--- config.mk ---
export PLATFORM = sky130hd
export DESIGN_NAME = pipe_hazard_ctrl
export DESIGN_NICKNAME = d
export VERILOG_FILES = /design/src/rtl/pipe_hazard_ctrl_pkg.sv /design/src/rtl/pipe_hazard_ctrl_hz_lat_cnt.sv /design/src/rtl/pipe_hazard_ctrl.sv
export SDC_FILE = /design/constraint.sdc
export NUM_CORES = 1
export LEC_CHECK = 0
export CAP_MARGIN = 5
export CORE_MARGIN = 2
export CORE_UTILIZATION = 50
export DETAILED_ROUTE_END_ITERATION = 10
export GPL_ROUTABILITY_DRIVEN = 0
export GPL_TIMING_DRIVEN = 0
export PLACE_DENSITY = 0.86
export SYNTH_ARGS = -nofsm -noshare
export SYNTH_HDL_FRONTEND = slang
export SYNTH_SLANG_ARGS = --single-unit
--- constraint.sdc ---
create_clock -name clk -period 6 [get_ports clk]
set_clock_uncertainty 0.2 [all_clocks]
set_input_delay 0.9 -clock clk [delete_from_list [all_inputs] [get_ports clk]]
set_output_delay 0.9 -clock clk [all_outputs]
set_load 0.03 [all_outputs]
--- src/rtl/pipe_hazard_ctrl_pkg.sv ---
// Shared types and helpers for the pipeline stall/flush sequencer.
package pipe_hazard_ctrl_pkg;

  typedef logic       u1;
  typedef logic [4:0] u5;

  localparam u5           XZR   = 5'd31;
  localparam int unsigned LAT_W = 4;

  typedef enum logic {
    RUN   = 1'b0,
    MULTI = 1'b1
  } ctrl_state_t;

  typedef struct packed {
    u1 en;
    u1 clr;
  } stage_ctrl_t;

  // Load in EX feeding a valid ID source; the zero register never forwards a value.
  function automatic u1 load_use(input u1 is_load, input u5 rd,
                                 input u1 rs1_v, input u5 rs1,
                                 input u1 rs2_v, input u5 rs2);
    return is_load && (rd != XZR) &&
           ((rs1_v && (rs1 == rd)) || (rs2_v && (rs2 == rd)));
  endfunction

endpackage

--- src/rtl/pipe_hazard_ctrl_hz_lat_cnt.sv ---
// Loadable down-counter; done marks the final counted cycle (value 1).
module pipe_hazard_ctrl_hz_lat_cnt #(
  parameter int unsigned W = 4
) (
  input  logic         clk,
  input  logic         rst,
  input  logic         load,
  input  logic [W-1:0] load_val,
  output logic         done
);

  logic [W-1:0] cnt;

  always_ff @(posedge clk) begin
    if (rst)               cnt <= '0;
    else if (load)         cnt <= load_val;
    else if (cnt != '0)    cnt <= cnt - W'(1);
  end

  assign done = (cnt == W'(1));

endmodule

--- src/rtl/pipe_hazard_ctrl.sv ---
// Stall/flush sequencer for the 5-stage pipeline: pipe-reg enables, bubbles,
// deferred branch redirects and a stall-cycle counter.
module pipe_hazard_ctrl
  import pipe_hazard_ctrl_pkg::*;
#(
  parameter int unsigned MUL_LAT = 4,
  parameter int unsigned CNT_W   = 32
) (
  input  logic             clk,
  input  logic             rst,
  input  logic             ireq_stall,
  input  logic             dreq_stall,
  input  logic             ex_multi,
  input  logic             ex_is_load,
  input  logic [4:0]       ex_rd,
  input  logic [4:0]       id_rs1,
  input  logic [4:0]       id_rs2,
  input  logic             id_rs1_v,
  input  logic             id_rs2_v,
  input  logic             redirect,
  output logic             en_f,
  output logic             en_d,
  output logic             en_e,
  output logic             en_m,
  output logic             en_w,
  output logic             clr_d,
  output logic             clr_e,
  output logic             clr_m,
  output logic             clr_w,
  output logic             redirect_go,
  output logic             busy_multi,
  output logic [CNT_W-1:0] stall_cycles
);

  ctrl_state_t state;
  logic        pend_redir;
  logic        mul_done;
  logic        multi_start;
  logic        hold_ex;
  logic        redir_taken;
  logic        en_pc;
  stage_ctrl_t d_ctrl, e_ctrl, m_ctrl, w_ctrl;

  assign multi_start = (state == RUN) && ex_multi && !dreq_stall;
  // Start cycle counts toward occupancy, so EX is held MUL_LAT-1 cycles in total.
  assign hold_ex     = ((state == MULTI) && !mul_done) || ((state == RUN) && ex_multi);

  pipe_hazard_ctrl_hz_lat_cnt #(.W(LAT_W)) u_mul_cnt (
    .clk      (clk),
    .rst      (rst),
    .load     (multi_start),
    .load_val (LAT_W'(MUL_LAT - 1)),
    .done     (mul_done)
  );

  // Priority-ordered stage control; first matching condition wins.
  always_comb begin
    en_pc       = 1'b1;
    d_ctrl      = '{en: 1'b1, clr: 1'b0};
    e_ctrl      = '{en: 1'b1, clr: 1'b0};
    m_ctrl      = '{en: 1'b1, clr: 1'b0};
    w_ctrl      = '{en: 1'b1, clr: 1'b0};
    redirect_go = 1'b0;
    redir_taken = 1'b0;
    if (rst) begin
      en_pc  = 1'b0;
      d_ctrl = '0;
      e_ctrl = '0;
      m_ctrl = '0;
      w_ctrl = '0;
    end else if (dreq_stall) begin
      en_pc      = 1'b0;
      d_ctrl.en  = 1'b0;
      e_ctrl.en  = 1'b0;
      m_ctrl.en  = 1'b0;
      w_ctrl.clr = 1'b1;
    end else if (hold_ex) begin
      en_pc      = 1'b0;
      d_ctrl.en  = 1'b0;
      e_ctrl.en  = 1'b0;
      m_ctrl.clr = 1'b1;
    end else if (redirect || pend_redir) begin
      redirect_go = 1'b1;
      redir_taken = 1'b1;
      d_ctrl.clr  = 1'b1;
      e_ctrl.clr  = 1'b1;
    end else if (load_use(ex_is_load, ex_rd, id_rs1_v, id_rs1, id_rs2_v, id_rs2)) begin
      en_pc      = 1'b0;
      d_ctrl.en  = 1'b0;
      e_ctrl.clr = 1'b1;
    end else if (ireq_stall) begin
      en_pc      = 1'b0;
      d_ctrl.clr = 1'b1;
    end
  end

  // State, deferred redirect and perf counter.
  always_ff @(posedge clk) begin
    if (rst) begin
      state        <= RUN;
      pend_redir   <= 1'b0;
      stall_cycles <= '0;
    end else begin
      case (state)
        RUN:     if (multi_start) state <= MULTI;
        MULTI:   if (mul_done)    state <= RUN;
        default:                  state <= RUN;
      endcase
      if ((dreq_stall || hold_ex) && redirect) pend_redir <= 1'b1;
      else if (redir_taken)                    pend_redir <= 1'b0;
      if (!e_ctrl.en) stall_cycles <= stall_cycles + CNT_W'(1);
    end
  end

  assign en_f       = en_pc;
  assign en_d       = d_ctrl.en;
  assign clr_d      = d_ctrl.clr;
  assign en_e       = e_ctrl.en;
  assign clr_e      = e_ctrl.clr;
  assign en_m       = m_ctrl.en;
  assign clr_m      = m_ctrl.clr;
  assign en_w       = w_ctrl.en;
  assign clr_w      = w_ctrl.clr;
  assign busy_multi = (state == MULTI);

endmodule

==> results.md, run 1 <==
* Outcome: finished, final reports clean
* Sum Neg Setup Slack at 0 ps
* Via count at 1974
* Avg Cell Area, Syn at 8.706 um2
* Final std cells w/o fill at ~360
* Post-synthesis compound-gate area fraction at 0.09300
* Largest net degree at the start of global routing at 12
* Clock transition at path regs at 70 ps
* Row cnt at 23
* Post-cts sizing count at 0
* RSZ-0062 raised after global routing: false
* Total track usage at 0.2301
* Worst Setup Path Type: in -> out
* #FFs+latches synth at 38
* Post-CTS Setup Bufs at 0
* Most frequent cell after synthesis: dfxtp_1
* Vias in the first global route at around 1800
* Synth area leaders: dfxtp_1 (37%), xor2_1 (11%), nor2_1 (6.2%)
* Worst slew margin at 0.6494
* Slew at the pin closest to its max-slew limit at ~530 ps
* DRT Pass-1 Iters at 4
* R2r startpoint: u_mul_cnt.cnt[1]
* CTS Hold Bufs at 0
* CTS tree: built
* 1st-iter DRT viols at 82
* P_leak at roughly 1.1 nW
* EDFF count, synth at 0
* Worst Setup End Kind: output pin
* Worst skew pair latency at 290 ps
* Post-synthesis mux area share at 0.01570
* Final setup viols at 0
* Min Tclk post-route at 4214 ps
* Drt wl/cell at ~14 um
* Die Height at 68.38 um
* CP Data Arrival Time at 3110 ps
* Initial antenna violation count at 0
* Combinational family with the most area after synthesis: simple AND/OR/NAND/NOR gates
* Commonest cells in the netlist: dfxtp_1 (38), nor2_1 (34), xor2_1 (26)
* Power per cell area at 221.1 mW/mm2
* Routed WL at 5.113 mm
* Fin crit share at 0.7023
* F_max at ~240 MHz
* Synth Warn # at 0
* Fin nets at 338
* Max-capacitance violation count at 0
* Library cells used by synthesis at 43
* Via-per-instance ratio at around 5.5
* Post-synth top area share at 0.3671
* Total die area at 0.004675 mm2
* Post-Syn Instances at 238
* Total gr overflow at 0
* Worst Setup SP: ex_rd[2]
* Total Power at between 0.6 and 0.7 mW
* Antenna viol nets, final at 0
* Max clock buf depth at 2
* WP data required at 4900 ps
* TritonCTS Buffers at 5
* Placed cell area at 0.002785 mm2
* Remaining routing DRC violations at 0
* Syn Nets at 266
* Xor/xnor share of the synthesized area at 0.1479
* Inst Count DP at 353
* Global-route wire length before repair at roughly 8 mm
* CORE AREA at 0.004000 mm2
* Layout cell share with drive strength beyond 1 at 0.07717
* Post-synth top area cell: dfxtp_1
* Hold Crit Class: reg -> reg
* Clock Root Buffer: clkbuf_8
* Cell Area, Synth at 0.002072 mm2
* Clock sink count at 38
* Count of pins over their slew limit at 0
* Simple-Gate Fraction of Synth Area at 0.3243
* Ports at 67
* H-tree Lvls at 2
* Die X at 68.38 um
* Design area at 0.002877 mm2
* Crit path launch type: input pin
* Worst-path fanout max at 4
* Fraction of registers with async set/reset at 0
* Final hold violation count at 0
* Post-synthesis adder-cell area fraction at 0.02415
* Area grow syn2layout at 38.83%
* Sequential cell area fraction in the yosys report at 0.3671
* Worst hold start: stall_cycles[27]
* Final HPWL DP at roughly 3.7 mm
* Number of port buffers at 65
* Diodes inserted at 0
* Initial core utilization at 0.5180
* Peak supply drop at about 200 uV
* Dominant synthesized flop cell: dfxtp_1
* Final Core Density at 0.7191
[logic make-up after synthesis]
| logic type | count (synthesis) |
|---|---|
| and+or+nand+nor | 114 |
| xor gates and xnor gates | 35 |
| AOI/OAI and AO/OA | 31 |
| buffers and inverters | 13 |
| muxes | 3 |
| DFF | 38 |
| adders and majority gates | 4 |
[power breakdown]
group / switching (mW) / total (mW) / internal [mW]
Clock: 0.0862 / 0.179 / 0.0926
Sequential: 0.0208 / 0.291 / 0.270
Combinational: 0.0824 / 0.166 / 0.0838
Total: 0.189 / 0.636 / 0.447
[cells in the final DEF (no fill, tap or decap), types with 2 or more instances in the layout]
master            n
clkbuf_1          5
dfxtp_1          38
nor4_1            5
and2_1            2
a21oi_1          15
and4_1            2
o21ai_0           9
xor2_1           26
inv_1             6
nor2b_1           2
nand4_1          15
xnor2_1           9
nand3_1           9
nand4_4           3
nand2_1          15
or3_1             8
and3_1            4
nor2_1           34
ha_1              4
nor3_1            5
clkdlybuf4s50_1  65
clkbuf_8          6
[path summary, 6_finish.rpt]
kind                 endpoint  slack (ps)  cells past startpoint
max reg2reg  stall_cycles[31]        3830                      7
min reg2reg  stall_cycles[27]         310                      2
min          stall_cycles[27]         310                      2
max                     clr_e        1790                      7
[per-stage QoR]
stage                     setup slack [ps]  hold WS (ps)
after floorplan                       2416         337.4
after global placement                1804         271.6
after detailed placement              1766         292.7
after CTS                             1763         303.6
after global routing                  1701         342.3
final                                 1786         305.6
[critical path, cell delays in order]
cell	delay, ps
clkdlybuf4s50_1	470
xor2_1	180
nor4_1	330
nand3_1	120
a21oi_1	290
o31a_1	160
clkdlybuf4s50_1	670
[per-layer routing]
metal  up-vias  GRT usage  share of wire
li1        986          -              -
met5         -          0              0
met4         0    0.07000          0.010
met2        69     0.4211           0.49
met3         6    0.06250          0.091
met1       913     0.2574           0.41
[area by class of cell]
class	instances	area, um2
buffer	6	31.28
clock buffer	7	86.33
clock inverter	1	5.005
fill	286	1124
inverter	7	26.28
multi-input combinational	187	1254
sequential	38	760.7
tap	50	62.56
timing repair buffer	65	650.6
[state kept, by name (all words and copies together) (netlist names)]
signal / flops
pend_redir: 1
stall_cycles: 32
busy_multi: 1
u_mul_cnt.cnt: 4
Power figures use the tool's default switching activity.
==> run 2: changes to the inputs <==
--- a/config.mk
+++ b/config.mk
@@ -7,11 +7,11 @@
 export LEC_CHECK = 0
 export CAP_MARGIN = 5
 export CORE_MARGIN = 2
-export CORE_UTILIZATION = 50
+export CORE_UTILIZATION = 42
 export DETAILED_ROUTE_END_ITERATION = 10
 export GPL_ROUTABILITY_DRIVEN = 0
 export GPL_TIMING_DRIVEN = 0
-export PLACE_DENSITY = 0.86
+export PLACE_DENSITY = 0.77
 export SYNTH_ARGS = -nofsm -noshare
 export SYNTH_HDL_FRONTEND = slang
 export SYNTH_SLANG_ARGS = --single-unit
==> constraint.sdc (replaced) <==
create_clock -name clk -period 3.7 [get_ports clk]
set_clock_uncertainty 0.2 [all_clocks]
set_input_delay 0.555 -clock clk [delete_from_list [all_inputs] [get_ports clk]]
set_output_delay 0.555 -clock clk [all_outputs]
set_load 0.03 [all_outputs]
==> run 2 against run 1 <==
Compared with the run above: global-route usage down 3.6 points; clock power grew 150%; first-iteration DRC count is 38% lower; clock-buffer cell count fell by 1; via count grew 1.0%; sequential power up 62%; register-to-register slack got worse by 2300 ps; largest power group unchanged; worst setup slack got worse by 1600 ps; wire length rose by 0.35%; flip-flop and latch count did not move; die area is 18% higher.
==> results.md, run 2 (same netlist as run 1, synthesis figures left out) <==
* Cells along the critical path: clkdlybuf4s50_1 > xor2_1 > nor4_1 > nand3_1 > a21oi_1 > o31a_1 > clkdlybuf4s50_1
* Most frequent cells in the layout: clkdlybuf4s50_1 (65), dfxtp_1 (38), nor2_1 (34)
* Clock Root Buffer: clkbuf_8
* Initial core utilization at 0.4358 (-0.08220)
* R2R depth at 7 (unchanged)
* Peak supply drop at 233.2 uV (+20%)
* Final hold violation count at 0 (unchanged)
* Commonest non-fill, non-tap cell in the layout: clkdlybuf4s50_1
* Diodes inserted at 0 (unchanged)
* Total Power at 1.179 mW (+85%)
* Crit path buf inv count at 2 (unchanged)
* Min Tclk post-route at 3531 ps
* DRT Pass-1 Iters at 4 (unchanged)
* 1st-iter DRT viols at 51 (-38%)
* Crit path depth at 7 (unchanged)
* Post-CTS Setup Bufs at 0 (unchanged)
* Post-cts sizing count at 0 (unchanged)
* Drt wl/cell at 13.57 um (-4.2%)
* CTS tree: built
* Fillers at 448 (+57%)
* F_max at 283.2 MHz
* Total gr overflow at 0 (unchanged)
* Worst Setup Path Type: in -> out
* CP Data Arrival Time at 2780 ps (-330 ps)
* Number of port buffers at 65 (unchanged)
* Clock transition at path regs at 70 ps (about the same)
* Ports at 67 (unchanged)
* Total track usage at 0.1940 (-0.03602)
* Worst Setup SP: ex_rd[2]
* RR Endpoint: stall_cycles[5]
* Global-route wire length before repair at 8.217 mm (+2.6%)
* Regs by FF count: stall_cycles x32, u_mul_cnt.cnt x4
* Remaining routing DRC violations at 0 (unchanged)
* WP data required at 2940 ps (-1960 ps)
* Die X at 74.24 um (+8.6%)
* Most frequent CP cell: clkdlybuf4s50_1
* Worst skew pair latency at 300 ps (about the same)
* Worst-path fanout max at 4 (unchanged)
* Vias in the first global route at 1821 (-0.16%)
* CTS Hold Bufs at 0 (unchanged)
* Max FFs per register at 32 (unchanged)
* Row cnt at 25 (+8.7%)
* Hold Crit Class: reg -> reg
* Via count at 1994 (+1.0%)
* Final setup viols at 0 (unchanged)
* CP endpoint: clr_e
* Count of pins over their slew limit at 0 (unchanged)
* Power per cell area at 399.7 mW/mm2 (+81%)
* Max clock buf depth at 2 (unchanged)
* TritonCTS Buffers at 5 (unchanged)
* Final HPWL DP at 3.718 mm (-0.13%)
* Largest net degree at the start of global routing at 13 (+1)
* Top reg by flops: stall_cycles
* Total die area at 0.005511 mm2 (+18%)
* Clock sink count at 38 (unchanged)
* Initial antenna violation count at 0 (unchanged)
* Routed WL at 5.131 mm (+0.35%)
* Layout cell share with drive strength beyond 1 at 0.08039 (+0.003215)
* Fin crit share at 0.9544
* Slowest-stage cell, CP: clkdlybuf4s50_1
* CP delay by family, top: buffers and inverters
* Max-capacitance violation count at 0 (unchanged)
* Crit path launch type: input pin
* Area grow syn2layout at 42.33%
* Antenna viol nets, final at 0 (unchanged)
* P_leak at 1.083 nW (+2.2%)
* Fin nets at 338 (unchanged)
* Worst slew margin at 0.6573 (+0.007977)
* R2r startpoint: u_mul_cnt.cnt[1]
* Slowest stage delay, CP at 670 ps (about the same)
* Outcome: finished, final reports clean
* H-tree Lvls at 2 (unchanged)
* Register-to-register setup slack at 1510 ps (-2320 ps)
* Via-per-instance ratio at 5.275 (-3.5%)
* Worst Setup End Kind: output pin
* Slew at the pin closest to its max-slew limit at 514.0 ps (-11.97 ps)
* Sum Neg Setup Slack at 0 ps (unchanged)
* Die Height at 74.24 um (+8.6%)
* CORE AREA at 0.004755 mm2 (+19%)
* RSZ-0062 raised after global routing: false
[run 2: cell count changes in the layout (fill, tap and decap cells not counted)]
cell,delta
bufinv_16,+2
clkinv_2,-1
clkbuf_1,-1
[run 2: layer usage]
metal	track usage	wire, um	vias up
met5	0	0	-
met4	0.07738	98	0
met3	0.06233	481	13
met2	0.3413	2417	75
met1	0.2179	2134	924
li1	-	-	982
[run 2: worst min-delay path by stage]
stage / startpoint / endpoint / slack [ps] / depth (start not counted)
global placement: stall_cycles[31] / stall_cycles[31] / 270 / 2
detailed placement: stall_cycles[31] / stall_cycles[31] / 290 / 2
CTS: stall_cycles[31] / stall_cycles[31] / 300 / 2
finish: stall_cycles[31] / stall_cycles[31] / 290 / 2
global route: stall_cycles[31] / stall_cycles[31] / 350 / 2
floorplan: u_mul_cnt.cnt[3] / u_mul_cnt.cnt[3] / 340 / 2
[run 2: per-stage QoR]
step                      worst slack, ps  hold slack [ps]  instance area, um2  cells  utilization
final                               168.7            289.3                2949    378       0.6203
after global routing                46.24            349.7                2949    378       0.6203
after CTS                           136.4            298.3                2949    378       0.6203
after detailed placement            139.1            287.7                2806    370       0.5903
after global placement              197.8            275.0                2806    370       0.5903
after floorplan                     806.3            337.4                2072    238            -
[run 2: worst min-delay path: cells and delay by family, from the launching register on]
family	cells	cell delay (ps)
compound gates	2	130
flops	1	320
[run 2: area by class of cell]
| type | instances | area (um2) | share of cell area |
|---|---|---|---|
| multi-input cells | 187 | 1254 | 0.4251 |
| inverters | 7 | 26.28 | 0.008910 |
| clock inverters | 2 | 60.06 | 0.02036 |
| plain buffers | 6 | 31.28 | 0.01061 |
| repair buffers | 65 | 650.6 | 0.2206 |
| flip-flops and latches | 38 | 760.7 | 0.2580 |
| well taps | 67 | 83.83 | 0.02843 |
| clock buffers | 6 | 82.58 | 0.02800 |
[run 2: power by group]
| group | switching [mW] | leakage, nW | internal, mW | total (mW) |
|---|---|---|---|---|
| logic | 0.133 | 0.704 | 0.136 | 0.270 |
| clock network | 0.152 | 0.0714 | 0.288 | 0.439 |
| registers | 0.0317 | 0.308 | 0.438 | 0.470 |
